<file path="src/rtl/tlul_to_ibex_mem_dev_pkg.sv">
// Shared types and helpers for the TL-UL device-side adapter onto an Ibex-style memory port.
package tlul_to_ibex_mem_dev_pkg;

  typedef enum logic [2:0] {
    A_PUT_FULL    = 3'h0,
    A_PUT_PARTIAL = 3'h1,
    A_GET         = 3'h4
  } tl_a_op_e;

  typedef enum logic [2:0] {
    D_ACCESS_ACK      = 3'h0,
    D_ACCESS_ACK_DATA = 3'h1
  } tl_d_op_e;

  localparam logic [31:0] ERR_DATA = 32'hFFFF_FFFF;

  typedef struct packed {
    logic [2:0]  opcode;
    logic [7:0]  source;
    logic [1:0]  size;
    logic        err;
    logic        done;
    logic [31:0] data;
  } rsp_entry_t;

  // True when the A-channel request must be answered locally with d_error.
  function automatic logic tl_req_err(input logic [2:0] op,
                                      input logic [1:0] size,
                                      input logic [3:0] mask,
                                      input logic [1:0] addr_lsb,
                                      input logic       chk_align);
    logic [3:0] full_mask;
    logic       bad_op;
    logic       misalign;
    bad_op = (op != A_GET) && (op != A_PUT_FULL) && (op != A_PUT_PARTIAL);
    case (size)
      2'd0: begin
        full_mask = 4'b0001 << addr_lsb;
        misalign  = 1'b0;
      end
      2'd1: begin
        full_mask = addr_lsb[1] ? 4'b1100 : 4'b0011;
        misalign  = addr_lsb[0];
      end
      default: begin
        full_mask = 4'b1111;
        misalign  = (addr_lsb != 2'b00);
      end
    endcase
    return bad_op || (size == 2'd3) || (mask == 4'h0) ||
           ((op == A_PUT_FULL) && (mask != full_mask)) ||
           (chk_align && misalign);
  endfunction

  // Response integrity: header parity on top of per-byte data parity.
  function automatic logic [4:0] tlul_rsp_intg_gen(input logic [2:0]  op,
                                                   input logic [1:0]  size,
                                                   input logic [7:0]  source,
                                                   input logic        err,
                                                   input logic [31:0] data);
    return {^{op, size, source, err}, ^data[31:24], ^data[23:16], ^data[15:8], ^data[7:0]};
  endfunction

endpackage

</file>
<file path="src/rtl/tlul_to_ibex_mem_dev_if.sv">
// TL-UL A/D channel bundle and Ibex-style req/gnt/rvalid memory port bundle.
interface tlul_bus_if;
  logic                                 a_valid;
  logic [2:0]                           a_opcode;
  logic [1:0]                           a_size;
  logic [7:0]                           a_source;
  logic [31:0]                          a_address;
  logic [3:0]                           a_mask;
  logic [31:0]                          a_data;
  logic                                 a_ready;
  logic                                 d_valid;
  tlul_to_ibex_mem_dev_pkg::tl_d_op_e   d_opcode;
  logic [2:0]                           d_param;
  logic [1:0]                           d_size;
  logic [7:0]                           d_source;
  logic                                 d_sink;
  logic [31:0]                          d_data;
  logic [4:0]                           d_user;
  logic                                 d_error;
  logic                                 d_ready;

  modport master (
    output a_valid, a_opcode, a_size, a_source, a_address, a_mask, a_data, d_ready,
    input  a_ready, d_valid, d_opcode, d_param, d_size, d_source, d_sink, d_data, d_user, d_error
  );

  modport slave (
    input  a_valid, a_opcode, a_size, a_source, a_address, a_mask, a_data, d_ready,
    output a_ready, d_valid, d_opcode, d_param, d_size, d_source, d_sink, d_data, d_user, d_error
  );
endinterface

interface ibex_mem_if;
  logic        req;
  logic        we;
  logic [31:0] addr;
  logic [3:0]  be;
  logic [31:0] wdata;
  logic        gnt;
  logic        rvalid;
  logic [31:0] rdata;
  logic        err;

  modport master (
    output req, we, addr, be, wdata,
    input  gnt, rvalid, rdata, err
  );

  modport slave (
    input  req, we, addr, be, wdata,
    output gnt, rvalid, rdata, err
  );
endinterface

</file>
<file path="src/rtl/tlul_dev_rsp_tracker.sv">
// In-order response tracker: FIFO of accepted requests, completed out of band by rvalid.
module tlul_dev_rsp_tracker
  import tlul_to_ibex_mem_dev_pkg::*;
#(
  parameter  int unsigned Depth = 2,
  localparam int unsigned PtrW  = (Depth > 1) ? $clog2(Depth) : 1,
  localparam int unsigned CntW  = $clog2(Depth + 1)
) (
  input  logic            clk_i,
  input  logic            rst_ni,
  input  logic            push,
  input  rsp_entry_t      push_entry,
  input  logic            cpl_valid,
  input  logic [31:0]     cpl_data,
  input  logic            cpl_err,
  input  logic            pop,
  output logic            head_valid,
  output rsp_entry_t      head,
  output logic [CntW-1:0] count
);

  localparam logic [PtrW-1:0] LastPtr  = PtrW'(Depth - 1);
  localparam logic [PtrW:0]   DepthExt = (PtrW + 1)'(Depth);

  rsp_entry_t       entries_q [Depth];
  logic [Depth-1:0] valid_q;
  logic [PtrW-1:0]  rd_ptr_q, wr_ptr_q, cpl_idx;
  logic [PtrW:0]    scan;
  logic             cpl_hit;
  logic [CntW-1:0]  count_q;

  function automatic logic [PtrW-1:0] ptr_inc(input logic [PtrW-1:0] p);
    return (p == LastPtr) ? '0 : p + 1'b1;
  endfunction

  // Walk from the head so the oldest still-pending entry takes the completion.
  always_comb begin
    cpl_hit = 1'b0;
    cpl_idx = '0;
    scan    = '0;
    for (int unsigned i = 0; i < Depth; i++) begin
      scan = {1'b0, rd_ptr_q} + (PtrW + 1)'(i);
      if (scan >= DepthExt) scan = scan - DepthExt;
      if (!cpl_hit && valid_q[scan[PtrW-1:0]] && !entries_q[scan[PtrW-1:0]].done) begin
        cpl_hit = 1'b1;
        cpl_idx = scan[PtrW-1:0];
      end
    end
  end

  always_ff @(posedge clk_i or negedge rst_ni) begin
    if (!rst_ni) begin
      rd_ptr_q <= '0;
      wr_ptr_q <= '0;
      valid_q  <= '0;
      count_q  <= '0;
      for (int unsigned i = 0; i < Depth; i++) entries_q[i] <= '0;
    end else begin
      if (push) begin
        entries_q[wr_ptr_q] <= push_entry;
        valid_q[wr_ptr_q]   <= 1'b1;
        wr_ptr_q            <= ptr_inc(wr_ptr_q);
      end
      if (cpl_valid && cpl_hit) begin
        entries_q[cpl_idx].data <= cpl_data;
        entries_q[cpl_idx].err  <= cpl_err;
        entries_q[cpl_idx].done <= 1'b1;
      end
      if (pop) begin
        valid_q[rd_ptr_q] <= 1'b0;
        rd_ptr_q          <= ptr_inc(rd_ptr_q);
      end
      case ({push, pop})
        2'b10:   count_q <= count_q + 1'b1;
        2'b01:   count_q <= count_q - 1'b1;
        default: ;
      endcase
    end
  end

  assign head       = entries_q[rd_ptr_q];
  assign head_valid = valid_q[rd_ptr_q];
  assign count      = count_q;

  rvalid_has_pending: assert property (@(posedge clk_i) disable iff (!rst_ni)
    cpl_valid |-> cpl_hit);

endmodule

</file>
<file path="src/rtl/tlul_to_ibex_mem_dev.sv">
// TL-UL device adapter: issues legal A-channel requests on an Ibex memory port, answers in order.
module tlul_to_ibex_mem_dev
  import tlul_to_ibex_mem_dev_pkg::*;
#(
  parameter int unsigned Outstanding   = 2,
  parameter bit          ErrOnMisalign = 1'b1
) (
  input logic        clk_i,
  input logic        rst_ni,
  tlul_bus_if.slave  tl,
  ibex_mem_if.master mem
);

  localparam int unsigned CntW = $clog2(Outstanding + 1);

  logic            ready_q;
  logic            hold_valid, hold_we;
  logic [29:0]     hold_addr;
  logic [3:0]      hold_be;
  logic [31:0]     hold_wdata;
  logic [2:0]      hold_opcode;
  logic [7:0]      hold_source;
  logic [1:0]      hold_size;
  logic            accept, req_err, grant, push, pop, head_valid;
  rsp_entry_t      push_entry, head;
  logic [CntW-1:0] trk_count;

  // hold_valid is known 0 past the first term, so count+hold reduces to count.
  assign tl.a_ready = ready_q && !hold_valid && (trk_count < CntW'(Outstanding));
  assign accept     = tl.a_valid && tl.a_ready;
  assign req_err    = tl_req_err(tl.a_opcode, tl.a_size, tl.a_mask, tl.a_address[1:0],
                                 ErrOnMisalign);
  assign grant      = hold_valid && mem.gnt;

  always_ff @(posedge clk_i or negedge rst_ni) begin
    if (!rst_ni) ready_q <= 1'b0;
    else         ready_q <= 1'b1;
  end

  always_ff @(posedge clk_i or negedge rst_ni) begin
    if (!rst_ni) begin
      hold_valid  <= 1'b0;
      hold_we     <= 1'b0;
      hold_addr   <= '0;
      hold_be     <= '0;
      hold_wdata  <= '0;
      hold_opcode <= '0;
      hold_source <= '0;
      hold_size   <= '0;
    end else if (accept && !req_err) begin
      hold_valid  <= 1'b1;
      hold_we     <= (tl.a_opcode != A_GET);
      hold_addr   <= tl.a_address[31:2];
      hold_be     <= tl.a_mask;
      hold_wdata  <= tl.a_data;
      hold_opcode <= tl.a_opcode;
      hold_source <= tl.a_source;
      hold_size   <= tl.a_size;
    end else if (grant) begin
      hold_valid  <= 1'b0;
    end
  end

  // Error requests and granted requests never coincide: accept needs an empty hold.
  always_comb begin
    push       = 1'b0;
    push_entry = '0;
    if (accept && req_err) begin
      push              = 1'b1;
      push_entry.opcode = tl.a_opcode;
      push_entry.source = tl.a_source;
      push_entry.size   = tl.a_size;
      push_entry.err    = 1'b1;
      push_entry.done   = 1'b1;
      push_entry.data   = ERR_DATA;
    end else if (grant) begin
      push              = 1'b1;
      push_entry.opcode = hold_opcode;
      push_entry.source = hold_source;
      push_entry.size   = hold_size;
    end
  end

  tlul_dev_rsp_tracker #(
    .Depth(Outstanding)
  ) u_tracker (
    .clk_i      (clk_i),
    .rst_ni     (rst_ni),
    .push       (push),
    .push_entry (push_entry),
    .cpl_valid  (mem.rvalid),
    .cpl_data   (mem.rdata),
    .cpl_err    (mem.err),
    .pop        (pop),
    .head_valid (head_valid),
    .head       (head),
    .count      (trk_count)
  );

  assign mem.req   = hold_valid;
  assign mem.we    = hold_we;
  assign mem.addr  = {hold_addr, 2'b00};
  assign mem.be    = hold_be;
  assign mem.wdata = hold_wdata;

  assign tl.d_valid  = head_valid && head.done;
  assign tl.d_opcode = (head.opcode == A_GET) ? D_ACCESS_ACK_DATA : D_ACCESS_ACK;
  assign tl.d_param  = '0;
  assign tl.d_size   = head.size;
  assign tl.d_source = head.source;
  assign tl.d_sink   = 1'b0;
  assign tl.d_error  = head.err;
  assign tl.d_data   = head.err ? ERR_DATA : ((head.opcode == A_GET) ? head.data : '0);
  assign tl.d_user   = tlul_rsp_intg_gen(tl.d_opcode, tl.d_size, tl.d_source, tl.d_error,
                                         tl.d_data);
  assign pop         = tl.d_valid && tl.d_ready;

endmodule

</file>
<file path="src/flat_wrapper.sv">
// flat-port wrapper written by rule: the top's interface ports become plain ports
module tlul_to_ibex_mem_dev_flat import tlul_to_ibex_mem_dev_pkg::*;
#(
  parameter int unsigned Outstanding   = 2,
  parameter bit          ErrOnMisalign = 1'b1
)
  (clk_i, rst_ni, tl_a_valid, tl_a_opcode, tl_a_size, tl_a_source, tl_a_address, tl_a_mask, tl_a_data, tl_d_ready, tl_a_ready, tl_d_valid, tl_d_opcode, tl_d_param, tl_d_size, tl_d_source, tl_d_sink, tl_d_data, tl_d_user, tl_d_error, mem_req, mem_we, mem_addr, mem_be, mem_wdata, mem_gnt, mem_rvalid, mem_rdata, mem_err);
  tlul_bus_if tl_i ();
  ibex_mem_if mem_i ();
  input logic clk_i;
  input logic rst_ni;
  input wire logic [$bits(tl_i.a_valid)-1:0] tl_a_valid;
  input wire logic [$bits(tl_i.a_opcode)-1:0] tl_a_opcode;
  input wire logic [$bits(tl_i.a_size)-1:0] tl_a_size;
  input wire logic [$bits(tl_i.a_source)-1:0] tl_a_source;
  input wire logic [$bits(tl_i.a_address)-1:0] tl_a_address;
  input wire logic [$bits(tl_i.a_mask)-1:0] tl_a_mask;
  input wire logic [$bits(tl_i.a_data)-1:0] tl_a_data;
  input wire logic [$bits(tl_i.d_ready)-1:0] tl_d_ready;
  output wire logic [$bits(tl_i.a_ready)-1:0] tl_a_ready;
  output wire logic [$bits(tl_i.d_valid)-1:0] tl_d_valid;
  output wire logic [$bits(tl_i.d_opcode)-1:0] tl_d_opcode;
  output wire logic [$bits(tl_i.d_param)-1:0] tl_d_param;
  output wire logic [$bits(tl_i.d_size)-1:0] tl_d_size;
  output wire logic [$bits(tl_i.d_source)-1:0] tl_d_source;
  output wire logic [$bits(tl_i.d_sink)-1:0] tl_d_sink;
  output wire logic [$bits(tl_i.d_data)-1:0] tl_d_data;
  output wire logic [$bits(tl_i.d_user)-1:0] tl_d_user;
  output wire logic [$bits(tl_i.d_error)-1:0] tl_d_error;
  output wire logic [$bits(mem_i.req)-1:0] mem_req;
  output wire logic [$bits(mem_i.we)-1:0] mem_we;
  output wire logic [$bits(mem_i.addr)-1:0] mem_addr;
  output wire logic [$bits(mem_i.be)-1:0] mem_be;
  output wire logic [$bits(mem_i.wdata)-1:0] mem_wdata;
  input wire logic [$bits(mem_i.gnt)-1:0] mem_gnt;
  input wire logic [$bits(mem_i.rvalid)-1:0] mem_rvalid;
  input wire logic [$bits(mem_i.rdata)-1:0] mem_rdata;
  input wire logic [$bits(mem_i.err)-1:0] mem_err;
  assign tl_i.a_valid = tl_a_valid;
  assign tl_i.a_opcode = tl_a_opcode;
  assign tl_i.a_size = tl_a_size;
  assign tl_i.a_source = tl_a_source;
  assign tl_i.a_address = tl_a_address;
  assign tl_i.a_mask = tl_a_mask;
  assign tl_i.a_data = tl_a_data;
  assign tl_i.d_ready = tl_d_ready;
  assign tl_a_ready = tl_i.a_ready;
  assign tl_d_valid = tl_i.d_valid;
  assign tl_d_opcode = tl_i.d_opcode;
  assign tl_d_param = tl_i.d_param;
  assign tl_d_size = tl_i.d_size;
  assign tl_d_source = tl_i.d_source;
  assign tl_d_sink = tl_i.d_sink;
  assign tl_d_data = tl_i.d_data;
  assign tl_d_user = tl_i.d_user;
  assign tl_d_error = tl_i.d_error;
  assign mem_req = mem_i.req;
  assign mem_we = mem_i.we;
  assign mem_addr = mem_i.addr;
  assign mem_be = mem_i.be;
  assign mem_wdata = mem_i.wdata;
  assign mem_i.gnt = mem_gnt;
  assign mem_i.rvalid = mem_rvalid;
  assign mem_i.rdata = mem_rdata;
  assign mem_i.err = mem_err;
  tlul_to_ibex_mem_dev #(.Outstanding(Outstanding), .ErrOnMisalign(ErrOnMisalign)) u_core (.clk_i(clk_i), .rst_ni(rst_ni), .tl(tl_i), .mem(mem_i));
endmodule
</file>
<file path="config.mk">
export PLATFORM = sky130hd
export DESIGN_NAME = tlul_to_ibex_mem_dev_flat
export DESIGN_NICKNAME = d
export VERILOG_FILES = /design/src/rtl/tlul_to_ibex_mem_dev_pkg.sv /design/src/rtl/tlul_to_ibex_mem_dev_if.sv /design/src/rtl/tlul_dev_rsp_tracker.sv /design/src/rtl/tlul_to_ibex_mem_dev.sv /design/src/flat_wrapper.sv
export SDC_FILE = /design/constraint.sdc
export NUM_CORES = 1
export LEC_CHECK = 0
export ABC_AREA = 1
export BUFFER_PORTS_ARGS = -buffer_cell sky130_fd_sc_hd__buf_2
export CAP_MARGIN = 25
export CORE_ASPECT_RATIO = 0.5
export CORE_MARGIN = 4
export CORE_UTILIZATION = 57
export CTS_CLUSTER_DIAMETER = 40
export DETAILED_ROUTE_END_ITERATION = 8
export HOLD_SLACK_MARGIN = 0.02
export PLACE_DENSITY_LB_ADDON = 0.08
export REMOVE_ABC_BUFFERS = 1
export SETUP_SLACK_MARGIN = 0.02
export SLEW_MARGIN = 30
export SYNTH_ARGS = -nofsm -noshare
export SYNTH_HDL_FRONTEND = slang
export SYNTH_SLANG_ARGS = --single-unit
</file>
<file path="constraint.sdc">
create_clock -name clk_i -period 3.3 [get_ports clk_i]
set_input_delay 0.165 -clock clk_i [delete_from_list [all_inputs] [get_ports clk_i]]
set_output_delay 0.165 -clock clk_i [all_outputs]
set_load 0.05 [all_outputs]
</file>
Word-level counts from Yosys, hierarchy flattened
Index checks and enable logic that the tools add are counted.
- register bits after elaboration: 182
- input bits: 120
- output and inout bits: 127
- word-level logic and storage cells: 162
- $add $sub $neg: 7
- order comparisons: 16
- equal/unequal tests: 8
- shift-type cells: 1
- mux-type cells: 57
- bitwise operators: 8
- reductions and logical operators: 40
- operators by type and width (cell ; count):
    94-bit bitwise mux ; 4
    33-bit two-way mux ; 7
    47-bit demux with 1-bit select ; 4
    47-bit two-way mux ; 4
    94-bit two-way mux ; 2
    32-bit two-way mux ; 3
    34-bit two-way mux ; 2
    8-bit XOR reduction ; 4
    13-bit two-way mux ; 2
    1-bit two-way mux ; 21
    1-bit logical AND ; 19
    14-bit XOR reduction ; 1
    2-bit greater-or-equal comparator, second input constant ; 6
    1-bit NOT with 2-bit output ; 5
    1-bit by 2-bit less-than comparator with 1-bit output, second input constant ; 4
    4-bit one-hot mux with 2 select lines ; 1
    2-bit nonzero test ; 3
    1-bit logical NOT ; 5
    2-bit by 1-bit equality test with 1-bit output, second input constant ; 2
    2-bit equality test, second input constant ; 2
    4-bit logical NOT ; 1
    1-bit logical OR ; 4
    2-bit by 1-bit less-than comparator with 1-bit output, second input constant ; 2
    2-bit two-way mux ; 2
    23 further kinds ; 27

Longest topological paths before layout
- depth in word-level cells: 22
- depth in mapped cells: 18
- mapped depth without buffers: 18

By module
Synthesis repeated with hierarchy kept, for this count alone.
- cell total of the unflattened synthesis: 1405
- area total of the unflattened synthesis: 10028.4 um^2
- modules (own cells, without submodules) (module ; instances ; cells each ; area an instance (um^2)):
    tlul_dev_rsp_tracker ; 1 ; 765 ; 5336.4
    tlul_to_ibex_mem_dev ; 1 ; 640 ; 4692.0

Worst setup path before layout
No wires, ideal clock.
- path type: register to output
- start: register u_core.u_tracker.rd_ptr_q
- end: output tl_d_user[0]
- arrival time: 2.717 ns
- setup slack: 0.418 ns
- stages on the path, launching flop included: 11
- buffers on the path: 2
- path through: dfrtp_1 -> buf_4 -> inv_4 -> nand3_1 -> nand2_2 -> buf_2 -> nand2_1 -> nand2_1 -> xor2_1 -> xnor2_1 -> xnor2_1
- word-level cells in the longest chain between the ends: 8
- RTL lines (what ; line ; source):
    start: declaration ; tlul_dev_rsp_tracker.sv:27 ; logic [PtrW-1:0] rd_ptr_q, wr_ptr_q, cpl_idx;
    start signal: assignment ; tlul_dev_rsp_tracker.sv:71 ; rd_ptr_q <= ptr_inc(rd_ptr_q);
    1-bit NOT with 2-bit output (not written as such) * ; tlul_dev_rsp_tracker.sv:81 ; assign head = entries_q[rd_ptr_q];
    47-bit two-way mux (not written as such) * (3 in a row) ; tlul_dev_rsp_tracker.sv:81 ;
    3-bit equality test ; tlul_to_ibex_mem_dev.sv:113 ; assign tl.d_data = head.err ? ERR_DATA : ((head.opcode == A_GET) ? head.data : '0);
    32-bit two-way mux ; tlul_to_ibex_mem_dev.sv:113 ;
    32-bit two-way mux * ; tlul_to_ibex_mem_dev.sv:113 ;
    named net tl_d_data[3] ; flat_wrapper.sv:27 ; output wire logic [$bits(tl_i.d_data)-1:0] tl_d_data;
    8-bit XOR reduction * ; tlul_to_ibex_mem_dev_pkg.sv:61 ; return {^{op, size, source, err}, ^data[31:24], ^data[23:16], ^data[15:8], ^data[7:0]};
    end: declaration ; flat_wrapper.sv:28 ; output wire logic [$bits(tl_i.d_user)-1:0] tl_d_user;
Mark *: on every way through the listed nets, which the timed path passes. The rest lies on a longest branch. The select of a mux whose other input is x is not followed.

Final worst setup path
- start: register u_core.u_tracker.rd_ptr_q
- end: output tl_d_user[3]
- word-level cells in the longest chain between the ends: 8
- RTL lines (what ; line):
    1-bit NOT with 2-bit output (not written as such) * ; tlul_dev_rsp_tracker.sv:81
    47-bit two-way mux (not written as such) * (3 in a row) ; tlul_dev_rsp_tracker.sv:81
    3-bit equality test ; tlul_to_ibex_mem_dev.sv:113
    32-bit two-way mux ; tlul_to_ibex_mem_dev.sv:113
    32-bit two-way mux * ; tlul_to_ibex_mem_dev.sv:113
    8-bit XOR reduction * ; tlul_to_ibex_mem_dev_pkg.sv:61
Every way passes the cells marked *; elsewhere a longest branch is shown, timed or not. The select of a mux whose other input is x is not followed.

==> metrics.md <==
| Metric | Value |
|---|---|
| Outcome | complete, no violations |
| Vias/cell | 5.12 |
| Initial core utilization | 0.581 |
| GP Congestion | 0.824 |
| Async S/R FF share, synth | 1.00 |
| WL final | 25700 µm |
| Fin crit period | 3.02 ns |
| Area delta synth->final | 31.2% |
| Avg Cell Area, Syn | 7.70 µm² |
| Post-CTS Setup Bufs | 0 |
| Hold WS | 0.0388 ns |
| Port Buffers | 238 |
| Ys flop type | dfrtp_1 |
| Clk slew on worst S/H paths | 0.07 ns |
| Crit path DAT | 2.85 ns |
| Req. time, crit path | 3.13 ns |
| WL/cell | 15.2 µm |
| Clk sink count | 182 |
| Actual slew at the worst max-slew pin | 0.866 ns |
| RSZ-0062 raised after global routing | no |
| Die H | 96.6 µm |
| CTS tree | done |
| Count leader, synth | nand2_1 |
| Final Max Tran Viols | 0 |
| Period Utilization, post-route | 0.915 |
| Layout net count | 1591 |
| Initial antenna violation count | 0 |
| Yosys cell types | 38 |
| I/O pin total | 247 |
| Startpoint types | register |
| Overall routing resource usage | 0.290 |
| Sequential share of the synthesized area | 0.509 |
| Slew HR | 0.423 |
| Die area | 17900 µm² |
| Pre-antenna DRT Iters | 5 |
| Synth top area share | 0.509 |
| Syn Std Cell Area | 8950 µm² |
| Final count of negative-setup-slack endpoints | 0 |
| Fill cells | 1130 |
| Post-synth top cells | nand2_1, dfrtp_1, inv_1 |
| Drt initial violations | 582 |
| Core area | 15400 µm² |
| Area of the multi-input gates | 3800 µm² |
| Vias in the first global route | 8548 |
| Highest Clock Rate | 0.331 GHz |
| Max_cap viols | 0 |
| Cell taking the most area after synthesis | dfrtp_1 |
| Post-DRT Antenna Nets | 0 |
| Crit path max fanout | 25 |
| CP Class | register to output pin |
| Number of synthesized flops with an enable pin | 0 |
| Crit end category | output pin |
| DPL Wire Length | 15600 µm |
| Synth area leaders | dfrtp_1, nand2_1, inv_1, nor2_1, o21ai_0 |
| First-pass GRT wire length | 42100 µm |
| H-tree levels | 4 |
| Yosys reg bits | 182 |
| GRT overflow | 0 |
| Ys Warns | 0 |
| Final hold violations | 0 |
| Post-Syn Instances | 1163 |
| Worst min path class | primary input to register |
| Largest net degree at the start of global routing | 95 |
| Clock Skews | 0.0148 ns |
| Reg area | 4560 µm² |
| Clock root buffer master | clkbuf_16 |
| Row count | 32 |
| Die Width | 185 µm |
| Max Root-Sink Buffers | 2 |
| Cts bufs inserted | 17 |
| Share of layout cells above drive strength 1 | 0.213 |
| Worst skew pair latency | 0.43 ns |
| Total number of vias | 8637 |
| DRC | 0 |
[worst paths after layout]
kind | from | endpoint | slack (ns) | cells past startpoint
worst max register to register | u_core.u_tracker.rd_ptr_q$_DFFE_PN0P_ | u_core.u_tracker.entries_q[51]$_DFF_PN0_ | 0.41 | 9
worst min register to register | u_core.mem.wdata[3]$_DFFE_PN0P_ | u_core.mem.wdata[3]$_DFFE_PN0P_ | 0.48 | 2
max in group asynchronous | rst_ni | u_core.u_tracker.entries_q[25]$_DFF_PN0_ | 2.03 | 3
worst max-delay path | u_core.u_tracker.rd_ptr_q$_DFFE_PN0P_ | tl_d_user[3] | 0.28 | 9
worst min-delay path | mem_rdata[17] | u_core.u_tracker.entries_q[64]$_DFF_PN0_ | 0.04 | 3
min in group asynchronous | rst_ni | u_core.u_tracker.entries_q[78]$_DFF_PN0_ | 0.36 | 2
[kinds of logic after synthesis]
family,after synthesis,share of synthesized area
AO/OA/AOI/OAI,94,0.0601
XOR/XNOR,42,0.0444
adder cells (fa/ha/maj),1,0.00140
buffers and inverters,127,0.0707
flip-flops,182,0.509
multiplexers,1,0.00112
other,2,0.000839
AND/OR/NAND/NOR,714,0.313
[routing by layer]
metal  vias to the layer above  share of wire  GRT usage
li1                       4151              -          -
met1                      4128           0.42      0.375
met2                       316           0.48      0.473
met3                        42          0.079     0.0909
met4                         0          0.019     0.0817
met5                         -              0          0
[timing repair]
item,CTS,global route
resized for setup,0,0
hold buffers,101,0
endpoints found under the hold margin,210,0
[placed cells by master, fill, tap and decap left out, types with 2 or more instances in the layout]
cell type      Yosys  final
buf_2             35    237
buf_12             1      2
a21oi_2            5      5
o21ai_1            7      7
clkinv_2           0      2
dfrtp_1          182    181
clkbuf_16          0     17
buf_4             12      9
xnor2_1           19     19
inv_1             51     50
inv_6              0      3
xor2_1            19     19
nand2_2            9      9
inv_8              0      3
dlygate4sd3_1      0    101
a31oi_1            7      7
nand2_4            5      5
nor2_1            50     50
a21oi_1           33     33
conb_1             2      9
inv_2              5      5
nand2_1          610    610
xnor2_2            4      4
nor3_1             2      2
clkinv_8           0      2
o21ai_0           36     36
clkinv_4           0      4
nand3_1           35     35
[final cells by class]
class | count | share of cell area
Sequential cell | 182 | 0.388
Inverter | 58 | 0.0189
Clock buffer | 18 | 0.0365
Tap cell | 204 | 0.0217
Multi-Input combinational cell | 861 | 0.324
Clock inverter | 14 | 0.0138
Timing Repair Buffer | 350 | 0.197
Antenna cell | 1 | 0.000213
[per-stage QoR]
step	TNS, ns	util	std cells	cell area [µm²]	worst slack, ns
after global placement	0	0.658	1554	10100	0.852
after floorplan	-51.44	-	1101	8570	-0.734
final	0	0.762	1688	11700	0.281
after global routing	0	0.762	1687	11700	0.0742
after detailed placement	0	0.658	1554	10100	0.714
after CTS	0	0.762	1687	11700	0.259
[critical path, cell delays in order (launching register included)]
cell	delay, ns
dfrtp_2	0.56
inv_4	0.13
or2_4	0.26
o21ai_4	0.12
buf_4	0.35
nand2_1	0.17
xnor2_2	0.17
xnor2_1	0.24
xnor2_1	0.15
buf_2	0.28
Power is left out: the tool's default activity adds up to more than one toggle a clock period on the data nets, which glitch-free logic cannot reach.
